===== src/rtl/watch_mode_ctrl.sv =====
`default_nettype none
// ============================================================================
//  Module      : watch_mode_ctrl
//  Description : Mode controller for a watch / stopwatch / cook-timer unit.
//                Advances the active mode on btn_pedge[0], shows a timed
//                mode splash on the display, and routes the function buttons
//                to the datapath that owns the current mode.
//                Optional build macro ALARM_PREEMPT_EN: a rising cook-timer
//                alarm pre-empts the display and any button acknowledges it.
//  Revision    : 1.0  initial release
// ============================================================================
module watch_mode_ctrl #(
    parameter int CLK_HZ    = 100_000_000,
    parameter int SPLASH_MS = 500
) (
    input  logic        clk,
    input  logic        reset_p,
    input  logic [3:0]  btn_pedge,
    input  logic [15:0] watch_value,
    input  logic [15:0] swatch_value,
    input  logic [15:0] ctimer_value,
    input  logic        ctimer_alarm,
    output logic [2:0]  watch_btn,
    output logic [2:0]  swatch_btn,
    output logic [2:0]  ctimer_btn,
    output logic [15:0] value,
    output logic [1:0]  mode,
    output logic        splash,
    output logic        alarm_clr
);

`ifdef ALARM_PREEMPT_EN
    localparam bit c_PREEMPT = 1'b1;
`else
    localparam bit c_PREEMPT = 1'b0;
`endif

    // One ms tick every c_TICK clocks; the splash lasts SPLASH_MS ticks.
    localparam int c_TICK    = (CLK_HZ / 1000 > 0) ? CLK_HZ / 1000 : 1;
    localparam int c_PRESC_W = (c_TICK > 1) ? $clog2(c_TICK) : 1;
    localparam int c_MS      = (SPLASH_MS > 0) ? SPLASH_MS : 1;
    localparam int c_CNT_W   = (c_MS > 1) ? $clog2(c_MS) : 1;
    localparam logic [c_PRESC_W-1:0] c_PRESC_LAST = c_PRESC_W'(c_TICK - 1);
    localparam logic [c_CNT_W-1:0]   c_CNT_LAST   = c_CNT_W'(c_MS - 1);

    localparam logic [1:0] c_MODE_WATCH  = 2'd0;
    localparam logic [1:0] c_MODE_SWATCH = 2'd1;
    localparam logic [1:0] c_MODE_CTIMER = 2'd2;

    typedef enum logic [1:0] {
        ST_RUN    = 2'd0,
        ST_SPLASH = 2'd1,
        ST_ALARM  = 2'd2
    } state_t;

    state_t                 state_q, state_d;
    logic [1:0]             mode_q, mode_d;
    logic [c_PRESC_W-1:0]   presc_q, presc_d;
    logic [c_CNT_W-1:0]     cnt_q, cnt_d;
    logic                   alarm_q;
    logic                   alarm_clr_q, alarm_clr_d;
    logic                   w_alarm_rise;
    logic                   w_fwd_en;
    logic [1:0]             w_mode_next;
    logic [2:0]             w_fwd;

    // Alarm is acted on only at its rising edge, and only in the pre-empt build.
    assign w_alarm_rise = c_PREEMPT & ctimer_alarm & ~alarm_q;

    // Mode advance wraps after the cook timer; the unused code 3 recovers to watch.
    always_comb begin
        w_mode_next = c_MODE_WATCH;
        case (mode_q)
            c_MODE_WATCH:  w_mode_next = c_MODE_SWATCH;
            c_MODE_SWATCH: w_mode_next = c_MODE_CTIMER;
            default:       w_mode_next = c_MODE_WATCH;
        endcase
    end

    // State, mode and splash-timer registers.
    always_ff @(posedge clk or posedge reset_p) begin
        if (reset_p) begin
            state_q     <= ST_RUN;
            mode_q      <= c_MODE_WATCH;
            presc_q     <= '0;
            cnt_q       <= '0;
            alarm_q     <= 1'b0;
            alarm_clr_q <= 1'b0;
        end else begin
            state_q     <= state_d;
            mode_q      <= mode_d;
            presc_q     <= presc_d;
            cnt_q       <= cnt_d;
            alarm_q     <= ctimer_alarm & c_PREEMPT;
            alarm_clr_q <= alarm_clr_d;
        end
    end

    // Next-state logic; function buttons are forwarded only in an undisturbed RUN cycle.
    always_comb begin
        state_d     = state_q;
        mode_d      = mode_q;
        presc_d     = presc_q;
        cnt_d       = cnt_q;
        alarm_clr_d = 1'b0;
        w_fwd_en    = 1'b0;

        if (w_alarm_rise) begin
            state_d = ST_ALARM;
            mode_d  = c_MODE_CTIMER;
            presc_d = '0;
            cnt_d   = '0;
        end else begin
            case (state_q)
                ST_RUN: begin
                    if (btn_pedge[0]) begin
                        state_d = ST_SPLASH;
                        mode_d  = w_mode_next;
                        presc_d = '0;
                        cnt_d   = '0;
                    end else begin
                        w_fwd_en = 1'b1;
                    end
                end
                ST_SPLASH: begin
                    if (btn_pedge[0]) begin
                        mode_d  = w_mode_next;
                        presc_d = '0;
                        cnt_d   = '0;
                    end else if (presc_q == c_PRESC_LAST) begin
                        presc_d = '0;
                        if (cnt_q == c_CNT_LAST) begin
                            state_d = ST_RUN;
                            cnt_d   = '0;
                        end else begin
                            cnt_d = cnt_q + 1'b1;
                        end
                    end else begin
                        presc_d = presc_q + 1'b1;
                    end
                end
                ST_ALARM: begin
                    if (|btn_pedge) begin
                        alarm_clr_d = 1'b1;
                        state_d     = ST_RUN;
                        mode_d      = c_MODE_CTIMER;
                    end
                end
                default: begin
                    state_d = ST_RUN;
                end
            endcase
        end
    end

    // Button routing and display selection are purely combinational.
    always_comb begin
        w_fwd      = w_fwd_en ? btn_pedge[3:1] : 3'b000;
        watch_btn  = (mode_q == c_MODE_WATCH)  ? w_fwd : 3'b000;
        swatch_btn = (mode_q == c_MODE_SWATCH) ? w_fwd : 3'b000;
        ctimer_btn = (mode_q == c_MODE_CTIMER) ? w_fwd : 3'b000;

        if (state_q == ST_SPLASH) begin
            value = 16'hF000 | {14'd0, mode_q};
        end else begin
            case (mode_q)
                c_MODE_SWATCH: value = swatch_value;
                c_MODE_CTIMER: value = ctimer_value;
                default:       value = watch_value;
            endcase
        end
    end

    assign mode      = mode_q;
    assign splash    = (state_q == ST_SPLASH);
    assign alarm_clr = alarm_clr_q;

endmodule
`default_nettype wire


===== config.mk =====
export PLATFORM = sky130hd
export DESIGN_NAME = watch_mode_ctrl
export DESIGN_NICKNAME = d
export VERILOG_FILES = /design/src/rtl/watch_mode_ctrl.sv
export SDC_FILE = /design/constraint.sdc
export NUM_CORES = 1
export LEC_CHECK = 0
export BUFFER_PORTS_ARGS = -buffer_cell sky130_fd_sc_hd__buf_2
export CAP_MARGIN = 30
export CORE_ASPECT_RATIO = 1.4
export CORE_MARGIN = 8
export CORE_UTILIZATION = 40
export CTS_CLUSTER_DIAMETER = 80
export CTS_CLUSTER_SIZE = 40
export DETAILED_ROUTE_END_ITERATION = 10
export PLACE_DENSITY = 0.7
export SLEW_MARGIN = 20
export SYNTH_ARGS = -nofsm -noshare
export SYNTH_HDL_FRONTEND = slang
export SYNTH_SLANG_ARGS = --single-unit

===== constraint.sdc =====
create_clock -name clk -period 2 [get_ports clk]
set_clock_uncertainty 0.05 [all_clocks]
set_input_delay 0 -clock clk [delete_from_list [all_inputs] [get_ports clk]]
set_output_delay 0 -clock clk [all_outputs]
set_load 0.02 [all_outputs]

==> results of run 1 <==
worst max path at each step:
| stage | end | slack, ps |
|---|---|---|
| 5_1_grt | cnt_q[3] | -7 |
| 6_report | cnt_q[8] | 110 |
| 3_3_place_gp | cnt_q[2] | 70 |
| 2_1_floorplan | presc_q[15] | -30 |
| 4_1_cts | presc_q[15] | 30 |
| 3_5_place_dp | cnt_q[2] | 50 |
metrics by stage:
step                power [mW]  utilization
floorplan                1.227            -
global placement         1.481       0.5138
detailed placement       1.494       0.5138
CTS                      1.974       0.5333
global route             2.151       0.5441
finish                   1.984       0.5441
area by class of cell:
type                            count  area (um2)
Multi-Input combinational cell    200        1399
Sequential cell                    29       728.2
Clock inverter                      2       10.01
Fill cell                         552        2446
Clock buffer                        6       72.57
Inverter                           14       52.55
Timing Repair Buffer              100       571.8
Tap cell                           68       85.08
flip-flops by register name, summed over array words and instances (netlist names):
signal and cells:
state_q 1, presc_q 17, cnt_q 9, mode 2
logic make-up after synthesis:
| kind of cell | Yosys count | synth area share |
|---|---|---|
| AND/OR/NAND/NOR | 107 | 0.2783 |
| AO/OA/AOI/OAI | 76 | 0.2421 |
| buffers and inverters | 34 | 0.06383 |
| flip-flops | 29 | 0.3335 |
| adder cells (fa/ha/maj) | 8 | 0.04601 |
| XOR/XNOR | 4 | 0.01610 |
| multiplexers | 4 | 0.01840 |
| other | 1 | 0.001723 |
layout by cell type, fill, tap and decap left out, drive strengths merged, types with 2 or more instances in the layout:
cell / instances
o22ai: 5
a211oi: 12
clkinv: 2
or3: 4
mux2i: 4
a31oi: 4
ha: 8
o21ai: 16
or4: 3
and4b: 2
and3: 13
a221oi: 4
nand2: 29
nand3: 12
o41ai: 2
xor2: 4
nor2b: 2
a32oi: 2
and4: 5
dfrtp: 29
buf: 98
dlygate4sd3: 2
a22oi: 16
a32o: 2
nor2: 20
inv: 14
a21oi: 8
nand4: 8
and2: 3
clkbuf: 6
repair_timing:
| action | CTS | global route |
|---|---|---|
| hold buffers | 2 | 0 |
| endpoints found under the setup margin | 1 | 23 |
| cloned | 0 | 0 |
| resized for setup | 1 | 12 |
| pin swaps | 0 | 0 |
| endpoints found under the hold margin | 15 | 0 |
power by group through the flow:
stage                     clock network, mW  registers, mW  logic (mW)
after CTS                             0.481          0.652       0.841
after floorplan                           0          0.672       0.555
after detailed placement                  0          0.661       0.834
after global routing                  0.509          0.666       0.976
final                                 0.466          0.661       0.857
after global placement                    0          0.660       0.821
worst reg2reg max path, stage by stage (launching register included):
cell,delay [ps]
dfrtp_1,410
ha_1,250
and4_1,260
and4_1,200
o211ai_1,440
o22ai_1,150
routing by layer:
layer / vias up / part of all wire
met5: - / 0
met4: 0 / 0.016
met3: 11 / 0.097
met2: 99 / 0.49
met1: 1054 / 0.39
li1: 1154 / -
==> results.cfg, run 1 <==
[routing]
totalWireLength_um = 6407
dr.pass1.iters = 4
wl_per_cell_um = 15.29
drc = 0
num_vias = 2318
via_per_inst = 5.532
ant_nets = 0
drtIter0Drc = 85

[die]
die_x_um = 78.34
dieArea_um2 = 8089
rows = 32
io-pin-count = 84
die_y_um = 103.3
initial_utilization = 0.4056
core_um2 = 5365

[sta]
hold_viol_final = 0
worstMarginPinSlew_ps = 573.1
timing.final.max_slew_violations = 0
tns_ps = 0
fin_ws_ps = 107.5
hold_ws_ps = 261.3
setup_viol = 0
fmax_mhz = 528.4
fin_crit_ps = 1893
slew_headroom = 0.6175
post-route-period-util = 0.9463

[synth]
async_flop_share = 1.000
synth_area_um2 = 2176
yosysTopAreaCellShare = 0.3335
syn_nets = 326
ys_types = 48
yosys-top-cells-area = dfrtp_1 (33%), a22oi_1 (5.5%), nand2_1 (5.0%), ha_1 (4.6%), a211oi_1 (4.1%)
synth_common_cells = dfrtp_1 (29), nand2_1 (29), nor2_1 (20), a22oi_1 (16), o21ai_0 (16)
postSynthCellCount = 263
synth.avg_cell_area_um2 = 8.273
yosys.area.top_type = dfrtp_1
ys_ff_latch = 29
ys.flop_type = dfrtp_1
synth-edff-count = 0
synth_warnings = 0
ys_seq_area_frac = 0.3335

[clock_network]
cts_inserted_buffers = 5
clk_latency_ps = 280
cts_max_path_buffers = 2
cts_setup_buffers = 0
cts.sinks = 29
clkTransAtPathRegs_ps = 70
cts_root_buf = clkbuf_8
htreeDepth = 2
cts_tree = done

[power_and_ir_drop]
clockPowerShare = 0.235
sw_frac_of_total = 0.3930
p_switching_uw = 779.5
ir_drop_mv = 0.9291
p_int_mw = 1.204
power_leakage_nw = 1.390
p_seq_frac = 0.333
p_per_area_nw_per_um2 = 679.6
combinationalPowerShare = 0.432

[setup_path]
endpoint_kind = flop
path_buf_inv = 0
r2r_start = presc_q[0]
worst_r2r_path_depth = 5
worstPathArrival_ps = 1980
reg2reg_slack_ps = 110
crit_slowest_cell = o211ai_1
path_max_fanout = 6
critPathKind = reg -> reg
slowest_delay_ps = 440
critPathLaunch = presc_q[0]
required_ps = 2090
crit_chain = ha_1 > and4_1 > and4_1 > o211ai_1 > o22ai_1
cp.depth = 5
start_kind = flop
crit_top_cell = and4_1
path_delay_family = compound AO/OA/AOI/OAI gates
r2r-end = cnt_q[8]

[layout]
drive_gt1_frac = 0.3732
fin_cells = 419
syn2layout_area_growth_pct = 34.16
fin_nets = 413
stdcell_area_um2 = 2919
diodes = 0

[grt]
grtUsageMet3 = 0.07353
met1_usage = 0.1673
antenna_found_initial = 0
met2_usage = 0.3018
grt-ovfl-total = 0
grtUsageTotal = 0.1660
grt_pass1_wl_um = 11060
grt_pass1_vias = 2527
grt_max_degree = 36
busiest_layer = met2

[placed_design]
dp_hpwl_um = 5067
port_buffers = 81
dpl_cell_area_um2 = 2756
pre_cts_slack_ps = 45.81
place_congestion = 0.8534
place_inst = 409

[hold_path]
hold_path_class = in -> async

[flow_run]
max_cap_violations = 0

[status]
status = completed
(Power assumes the default switching activity.)
==> run 2: changes to the inputs <==
Settings changed: BUFFER_PORTS_ARGS -buffer_cell sky130_fd_sc_hd__buf_2 to -buffer_cell sky130_fd_sc_hd__clkbuf_2.
==> run 2 against run 1 <==
  * Worst hold slack gained 38 ps
  * First-iteration DRC count decreased by 9.4%
  * Combinational power shrank 0.5%
  * Global-route usage fell by 0.21 points
  * Flip-flop and latch count unchanged
  * Clock-buffer cell count is 1 higher
  * Core utilization grew 0.91 points
  * Highest routed layer unchanged
  * Critical endpoint is now presc_q[16]
  * Setup slack worse by 4.6 ps
  * Via count is 1.6% higher
  * Sequential share of layout area fell by 0.41 points
  * Die area unchanged
  * Non-clock buffer count increased by 4
==> results.cfg, run 2 (synthesis results as in run 1) <==
[setup_path]
path_delay_family = simple AND/OR/NAND/NOR gates
r2r_start = presc_q[6]
crit_chain = dlygate4sd3_1 > clkbuf_2 > inv_1 > ha_1 > and4b_2 > nand3_2 > or4_4 > a21oi_2
critPathKind = in -> reg
cp.depth = 8
reg2reg_slack_ps = 150
path_buf_inv = 3
slowest_delay_ps = 530
worst_r2r_path_depth = 5
r2r-end = cnt_q[1]
path_max_fanout = 7
start_kind = primary input
worstSetupEndpoint = presc_q[16]
worstPathArrival_ps = 2060
critPathLaunch = btn_pedge[0]
endpoint_kind = flop
required_ps = 2170
crit_slowest_cell = dlygate4sd3_1

[die]
die_x_um = 78.34
dieArea_um2 = 8089
rows = 32
die_y_um = 103.3
core_um2 = 5365
io-pin-count = 84
initial_utilization = 0.4056

[layout]
final_cell_mix = clkbuf_2 (79), nand2_1 (29), dfrtp_1 (27)
fin_nets = 417
syn2layout_area_growth_pct = 36.40
diodes = 0
top_register = presc_q
drive_gt1_frac = 0.3831
nFillCells = 531
final_common_cell = clkbuf_2
largest_register_ffs = 17
final_util = 0.5532

[status]
status = completed

[routing]
via_per_inst = 5.567
route.met2.wl_um = 3137
dr.pass1.iters = 4
drtIter0Drc = 77
wl_per_cell_um = 15.08
routed.top_layer = met4
drc = 0
ant_nets = 0
wl_met1_um = 2527
dr_wl_met3_um = 629
num_vias = 2355
totalWireLength_um = 6380

[grt]
antenna_found_initial = 0
grt_max_degree = 36
grt_pass1_vias = 2533
grtUsageTotal = 0.1638
grt_pass1_wl_um = 10930
grt-ovfl-total = 0

[clock_network]
cts_inserted_buffers = 5
cts_tree = done
cts_max_path_buffers = 2
cts_root_buf = clkbuf_8
cts.sinks = 29
clkTransAtPathRegs_ps = 60
clk_latency_ps = 290
htreeDepth = 2

[sta]
setup_viol = 0
fmax_mhz = 527.1
slew_headroom = 0.4488
worstMarginPinSlew_ps = 825.9
post-route-period-util = 0.9486
hold_viol_final = 0
fin_crit_ps = 1897
rsz0062_at_grt = false
timing.final.max_slew_violations = 0

[power_and_ir_drop]
power_leakage_nw = 1.430
p_per_area_nw_per_um2 = 690.8
power_mw = 2.050
ir_drop_mv = 0.7412

[placed_design]
port_buffers = 81
dp_hpwl_um = 4955
place_congestion = 0.7905

[hold_path]
hold_start = watch_value[12]
hold_path_class = in -> out

[flow_run]
max_cap_violations = 0
run 2: metal layers:
| metal | vias up | GRT usage |
|---|---|---|
| met5 | - | 0 |
| met4 | 0 | 0.07153 |
| met3 | 6 | 0.07612 |
| met2 | 98 | 0.2864 |
| met1 | 1090 | 0.1633 |
| li1 | 1161 | - |
run 2: per-stage QoR:
stage,hold slack (ps),setup WS (ps),setup TNS [ps],instance area (um2),instances
after floorplan,28.04,-28.17,-74.36,2221,263
after detailed placement,143.8,49.12,0,2756,409
after global placement,135.9,83.17,0,2756,409
final,299.1,102.9,0,2968,423
after CTS,300.4,60.01,0,2878,419
after global routing,338.5,5.032,0,2968,423
run 2: worst min-delay path by stage:
stage	to	slack [ps]	depth (start not counted)
final	value[12]	300	4
after global routing	value[13]	340	4
after CTS	value[12]	300	4
after detailed placement	mode[1]	140	2
after global placement	presc_q[9]	140	2
after floorplan	cnt_q[0]	30	1
run 2: worst min-delay path, cell delays in order:
cell and delay [ps]:
clkbuf_2 70, o21ai_0 60, nand2_1 60, clkbuf_2 160
run 2: layout make-up:
type	count	area [um2]	share of cell area
Multi-Input combinational cell	200	1395	0.4701
Sequential cell	29	728.2	0.2454
Clock buffer	7	96.34	0.03246
Inverter	14	52.55	0.01771
Tap cell	68	85.08	0.02867
Clock inverter	1	5.005	0.001686
Timing Repair Buffer	104	605.6	0.2040
run 2: repair_timing:
action | CTS | global route
endpoints found under the hold margin | 22 | 0
endpoints found under the setup margin | 0 | 19
resized for setup | 0 | 15
setup buffers | 0 | 4
hold buffers | 2 | 0
run 2: power by group:
part	switching (mW)	internal [mW]	total (mW)	leakage (nW)
Combinational	0.511	0.342	0.853	0.985
Clock	0.231	0.311	0.541	0.0542
Sequential	0.0382	0.618	0.656	0.391
